--- src/rtl/dec_pkg.sv ---
// Shared types and seven-segment constants for the code decode/display path.
package dec_pkg;

  typedef enum logic [1:0] {
    IDLE,
    HOLD,
    READY
  } state_e;

  localparam logic [7:0] SEG_BLANK = 8'hFF;
  localparam logic [7:0] SEG_DASH  = ~8'h02;

  // Active-high {a,b,c,d,e,f,g,dp} patterns for digits 0..7.
  localparam logic [7:0] DIGIT_PAT [8] = '{
    8'hFC, 8'h60, 8'hDA, 8'hF2, 8'h66, 8'hB6, 8'hBE, 8'hE0
  };

endpackage

--- src/rtl/seg7_lut.sv ---
// Combinational 3-bit digit index to active-low seven-segment pattern.
module seg7_lut
  import dec_pkg::*;
(
  input  logic [2:0] idx_i,
  output logic [7:0] seg_o
);

  assign seg_o = ~DIGIT_PAT[idx_i];

endmodule

--- src/rtl/code_decode_display.sv ---
// Accepts {valid, index} codes over valid/ready, drives one-hot LEDs and seg0 for
// at least HOLD_CYCLES per code. Define DECODE_BLINK_EN to blink the invalid-code dash.
module code_decode_display
  import dec_pkg::*;
#(
  parameter int unsigned HOLD_CYCLES = 4,
  parameter int unsigned BLINK_LOG2  = 3
) (
  input  logic       clk,
  input  logic       rst,
  input  logic       en,
  input  logic       in_valid,
  input  logic [3:0] in_code,
  output logic       in_ready,
  output logic [7:0] led,
  output logic [7:0] seg0,
  output logic       shown,
  output logic       busy
);

  localparam int unsigned CW = (HOLD_CYCLES > 1) ? $clog2(HOLD_CYCLES) : 1;
  localparam logic [CW-1:0] HOLD_LOAD = CW'(HOLD_CYCLES - 1);

  state_e        state_q, state_d;
  logic [CW-1:0] cnt_q, cnt_d;
  logic [7:0]    led_q, led_d;
  logic [7:0]    seg_q, seg_d;
  logic          shown_q, shown_d;
  logic [7:0]    lut_seg;
  logic          xfer;

  seg7_lut u_lut (
    .idx_i (in_code[2:0]),
    .seg_o (lut_seg)
  );

  // Depends on state only (plus en/rst), never on in_valid.
  assign in_ready = en & ~rst & (state_q != HOLD);
  assign xfer     = in_valid & in_ready;
  assign busy     = (state_q == HOLD);
  assign led      = led_q;
  assign shown    = shown_q;

  always_comb begin
    // NOTE: every output of this block gets a default first so no latch is inferred.
    state_d = state_q;
    cnt_d   = cnt_q;
    led_d   = led_q;
    seg_d   = seg_q;
    shown_d = shown_q;
    if (!en) begin
      state_d = IDLE;
      cnt_d   = '0;
      led_d   = '0;
      seg_d   = SEG_BLANK;
      shown_d = 1'b0;
    end else if (xfer) begin
      state_d = (HOLD_CYCLES == 1) ? READY : HOLD;
      cnt_d   = HOLD_LOAD;
      led_d   = in_code[3] ? (8'b1 << in_code[2:0]) : 8'h00;
      seg_d   = in_code[3] ? lut_seg : SEG_DASH;
      shown_d = 1'b1;
    end else if (state_q == HOLD) begin
      // Leaving on the count that would reach zero gives a spacing of exactly HOLD_CYCLES.
      if (cnt_q <= CW'(1)) begin
        state_d = READY;
        cnt_d   = '0;
      end else begin
        cnt_d = cnt_q - CW'(1);
      end
    end
  end

  always_ff @(posedge clk) begin
    // NOTE: sequential state is assigned with non-blocking (<=) so all registers update together.
    if (rst) begin
      state_q <= IDLE;
      cnt_q   <= '0;
      led_q   <= '0;
      seg_q   <= SEG_BLANK;
      shown_q <= 1'b0;
    end else begin
      state_q <= state_d;
      cnt_q   <= cnt_d;
      led_q   <= led_d;
      seg_q   <= seg_d;
      shown_q <= shown_d;
    end
  end

`ifdef DECODE_BLINK_EN
  logic [BLINK_LOG2:0] blink_q;

  always_ff @(posedge clk) begin
    if (rst) blink_q <= '0;
    else     blink_q <= blink_q + (BLINK_LOG2 + 1)'(1);
  end

  // An invalid code is the only displayed state with no LED lit.
  assign seg0 = (shown_q && (led_q == 8'h00) && blink_q[BLINK_LOG2]) ? SEG_BLANK : seg_q;
`else
  assign seg0 = seg_q;
`endif

endmodule

--- config.mk ---
export PLATFORM = sky130hd
export DESIGN_NAME = code_decode_display
export DESIGN_NICKNAME = d
export VERILOG_FILES = /design/src/rtl/dec_pkg.sv /design/src/rtl/seg7_lut.sv /design/src/rtl/code_decode_display.sv
export SDC_FILE = /design/constraint.sdc
export NUM_CORES = 1
export LEC_CHECK = 0
export CORE_MARGIN = 1.5
export CORE_UTILIZATION = 50
export DETAILED_ROUTE_END_ITERATION = 7
export PLACE_DENSITY = 0.83
export SYNTH_ARGS = -nofsm -noshare
export SYNTH_HDL_FRONTEND = slang
export SYNTH_SLANG_ARGS = --single-unit
export TNS_END_PERCENT = 10
--- constraint.sdc ---
create_clock -name clk -period 2.7 [get_ports clk]
set_clock_uncertainty 0.05 [all_clocks]
set_input_delay 0.675 -clock clk [delete_from_list [all_inputs] [get_ports clk]]
set_output_delay 0.675 -clock clk [all_outputs]
set_load 0.01 [all_outputs]
==> results.md <==
- Yosys Warn Count: 0
- Type of origin of the critical path: input port
- DIE HEIGHT: 47.2 µm
- Via-to-Cell Ratio: 5.20
- Most used cell, CP: clkdlybuf4s50_1
- Multi-input gate area: 492 µm²
- RSZ-0062 raised after global routing: no
- Synthesized area: 978 µm²
- TritonCTS Sinks: 20
- Initial antenna violation count: 0
- First-pass GRT wire length: 3310 µm
- Antenna Cells: 0
- Max-slew violations: 0
- Fill cell count: 151
- Synth top area share: 40.9%
- Syn nets: 121
- Clock Tree Root: clkbuf_4
- Post-route ant nets: 0
- WP data arrival: 1860 ps
- Worst setup endpoint: in_ready
- Leading post-synthesis cells by cell area: dfxtp_1 (41%), ha_1 (10%), a21oi_1 (7.7%)
- Clk Latency, worst-skew pair: 300 ps
- Clock buffer depth: 2
- Layout Cells excl Fill: 155
- Post-synth EDFFs: 0
- CP startpoint: rst
- Sum of routed wire length over all layers: 1910 µm
- DRT Pass-1 Iters: 4
- Setup TNS: 0 ps
- Post-Place Cells: 151
- Die area: 2230 µm²
- GRT Residual Overflow: 0
- # DRC: 0
- CP cell instances: clkdlybuf4s50_1 -> nand2b_1 -> nor2_1 -> clkdlybuf4s50_1
- IR drop worst, VDD: 0.418 mV
- DP Wirelength: 1460 µm
- Reg2reg path depth: 4
- Pin count of the biggest net entering global routing: 15
- Max Clk Rate: 0.387 GHz
- Post-CTS Setup Bufs: 0
- Synth area leader: dfxtp_1
- Critical path's slowest cell: clkdlybuf4s50_1
- Pwr dens: 442 nW/µm²
- Initial core utilization: 54.9%
- Placer congestion estimate: 0.805
- Post-synth cell types: 25
- Seq. cell area: 400 µm²
- Via Count: 806
- Leakage dissipation: 0.467 nW
- CP Class: input port to output pin
- Port bufs: 25
- Status: finished, final reports clean
- Post-Synthesis Cells: 105
- HP Class: register to register
- Final setup viols: 0
- DRT iter0 DRCs: 11
- Core area: 1780 µm²
- Die width: 47.2 µm
- Max Cap Viol: 0
- Cts bufs inserted: 3
- Vias in the first global route: 749
- IO Count: 27
- # hold bufs at CTS: 0
- Routed length per placed instance: 12.3 µm
- Fraction of layout cells with a size suffix above 1: 10.8%
- Clock Pin Slew Worst Setup and Hold Paths: 110 ps
- Synthesis-to-layout area growth: 29.0%
- Launching point of the worst reg2reg path: state_q[1]
- TritonCTS clock tree: yes
- Worst path required time: 1980 ps
- Mapped Avg Cell Area: 9.32 µm²
- Nets: 147
- Fin crit period: 2590 ps
- R2R setup slack: 1430 ps
- Final Hold Fails: 0
- Sequential share of the synthesized area: 40.9%
- Post-synth top flop: dfxtp_1
- Asr flop ratio synth: 0%
- Period Utilization, post-route: 95.8%
- Max H-tree Level: 1
- Yosys reg bits: 20
- Final Util: 70.8%
- Worst path max stage delay: 540 ps
- # rows: 15
- Reg-to-Reg End: led[0]
- CTS-repair resized insts: 0
- CP Capture Type: output pin
- Worst-path maximum fanout: 2
- GRT Total Usage: 21.6%
## stage by stage
stage / area [µm²] / setup WS [ps] / power, mW / hold WS [ps]
5_1_grt: 1260 / 29.7 / 0.584 / 448
2_1_floorplan: 978 / 779 / 0.363 / 404
6_report: 1260 / 113 / 0.557 / 426
4_1_cts: 1260 / 102 / 0.563 / 429
3_3_place_gp: 1230 / 104 / 0.393 / 405
3_5_place_dp: 1230 / 98.0 / 0.395 / 409
## cell families after synthesis
logic type,share of synthesized area (%)
other cells,0.383
simple gates,16.8
compound gates,22.9
fa+ha+maj,10.2
flops,40.9
buf+inv,8.82
## area by class of cell
class | instances | share of cell area (%)
Multi-Input combinational cell | 69 | 38.9
Sequential cell | 20 | 31.7
Timing Repair Buffer | 27 | 21.0
Inverter | 10 | 2.97
Clock buffer | 4 | 2.87
Tap cell | 25 | 2.48
## per-layer routing
layer	wire [µm]	vias up	global-route usage [%]
met5	0	-	0
met2	896	21	33.2
li1	-	410	-
met3	70	4	5.00
met1	906	371	27.9
met4	37	0	11.7
## cell usage in the layout, fill, tap and decap left out
cell type        count
dfxtp_1             20
inv_1                8
nand2_2              1
buf_4                2
a21oi_1             15
nor2b_1              3
clkdlybuf4s50_1     25
nand2b_1             1
conb_1               1
and2_1               2
and2b_2              1
clkbuf_4             3
o22a_1               6
o21ai_1              1
nor2_1               7
nand2b_4             1
or3_1                1
ha_1                 8
nand4_1              7
inv_2                2
o311ai_1             1
clkbuf_8             1
o32ai_2              1
nand4_4              1
o21ai_0             10
o21ai_4              1
## worst min path at each step
stage | start | end | slack [ps] | depth (start not counted)
after floorplan | state_q[1] | state_q[1] | 400 | 2
after global placement | led[0] | led[0] | 400 | 2
after detailed placement | led[0] | led[0] | 410 | 2
after CTS | led[0] | led[0] | 430 | 2
after global routing | led[0] | led[0] | 450 | 2
final | led[0] | led[0] | 430 | 2
## synthesized netlist by cell type, types with 2 or more instances
master	n
a21oi_1	15
and2_1	2
buf_4	3
buf_6	2
dfxtp_1	20
ha_1	8
inv_1	8
inv_2	2
nand4_1	7
nor2_1	7
nor2b_1	3
o21ai_0	10
o22a_1	6
## state kept, by name, indices dropped and copies added (netlist names)
name,count
cnt_q,2
led,8
seg0,7
shown,1
state_q,2
## power by group
part | switching, mW | internal, mW
clock network | 0.0864 | 0.0822
registers | 0.00448 | 0.302
logic | 0.0445 | 0.0379
## critical path: cells and delay by family
kind	cells	cell delay (ps)
buf+inv	2	950
simple gates	2	240
(Power assumes the default switching activity.)
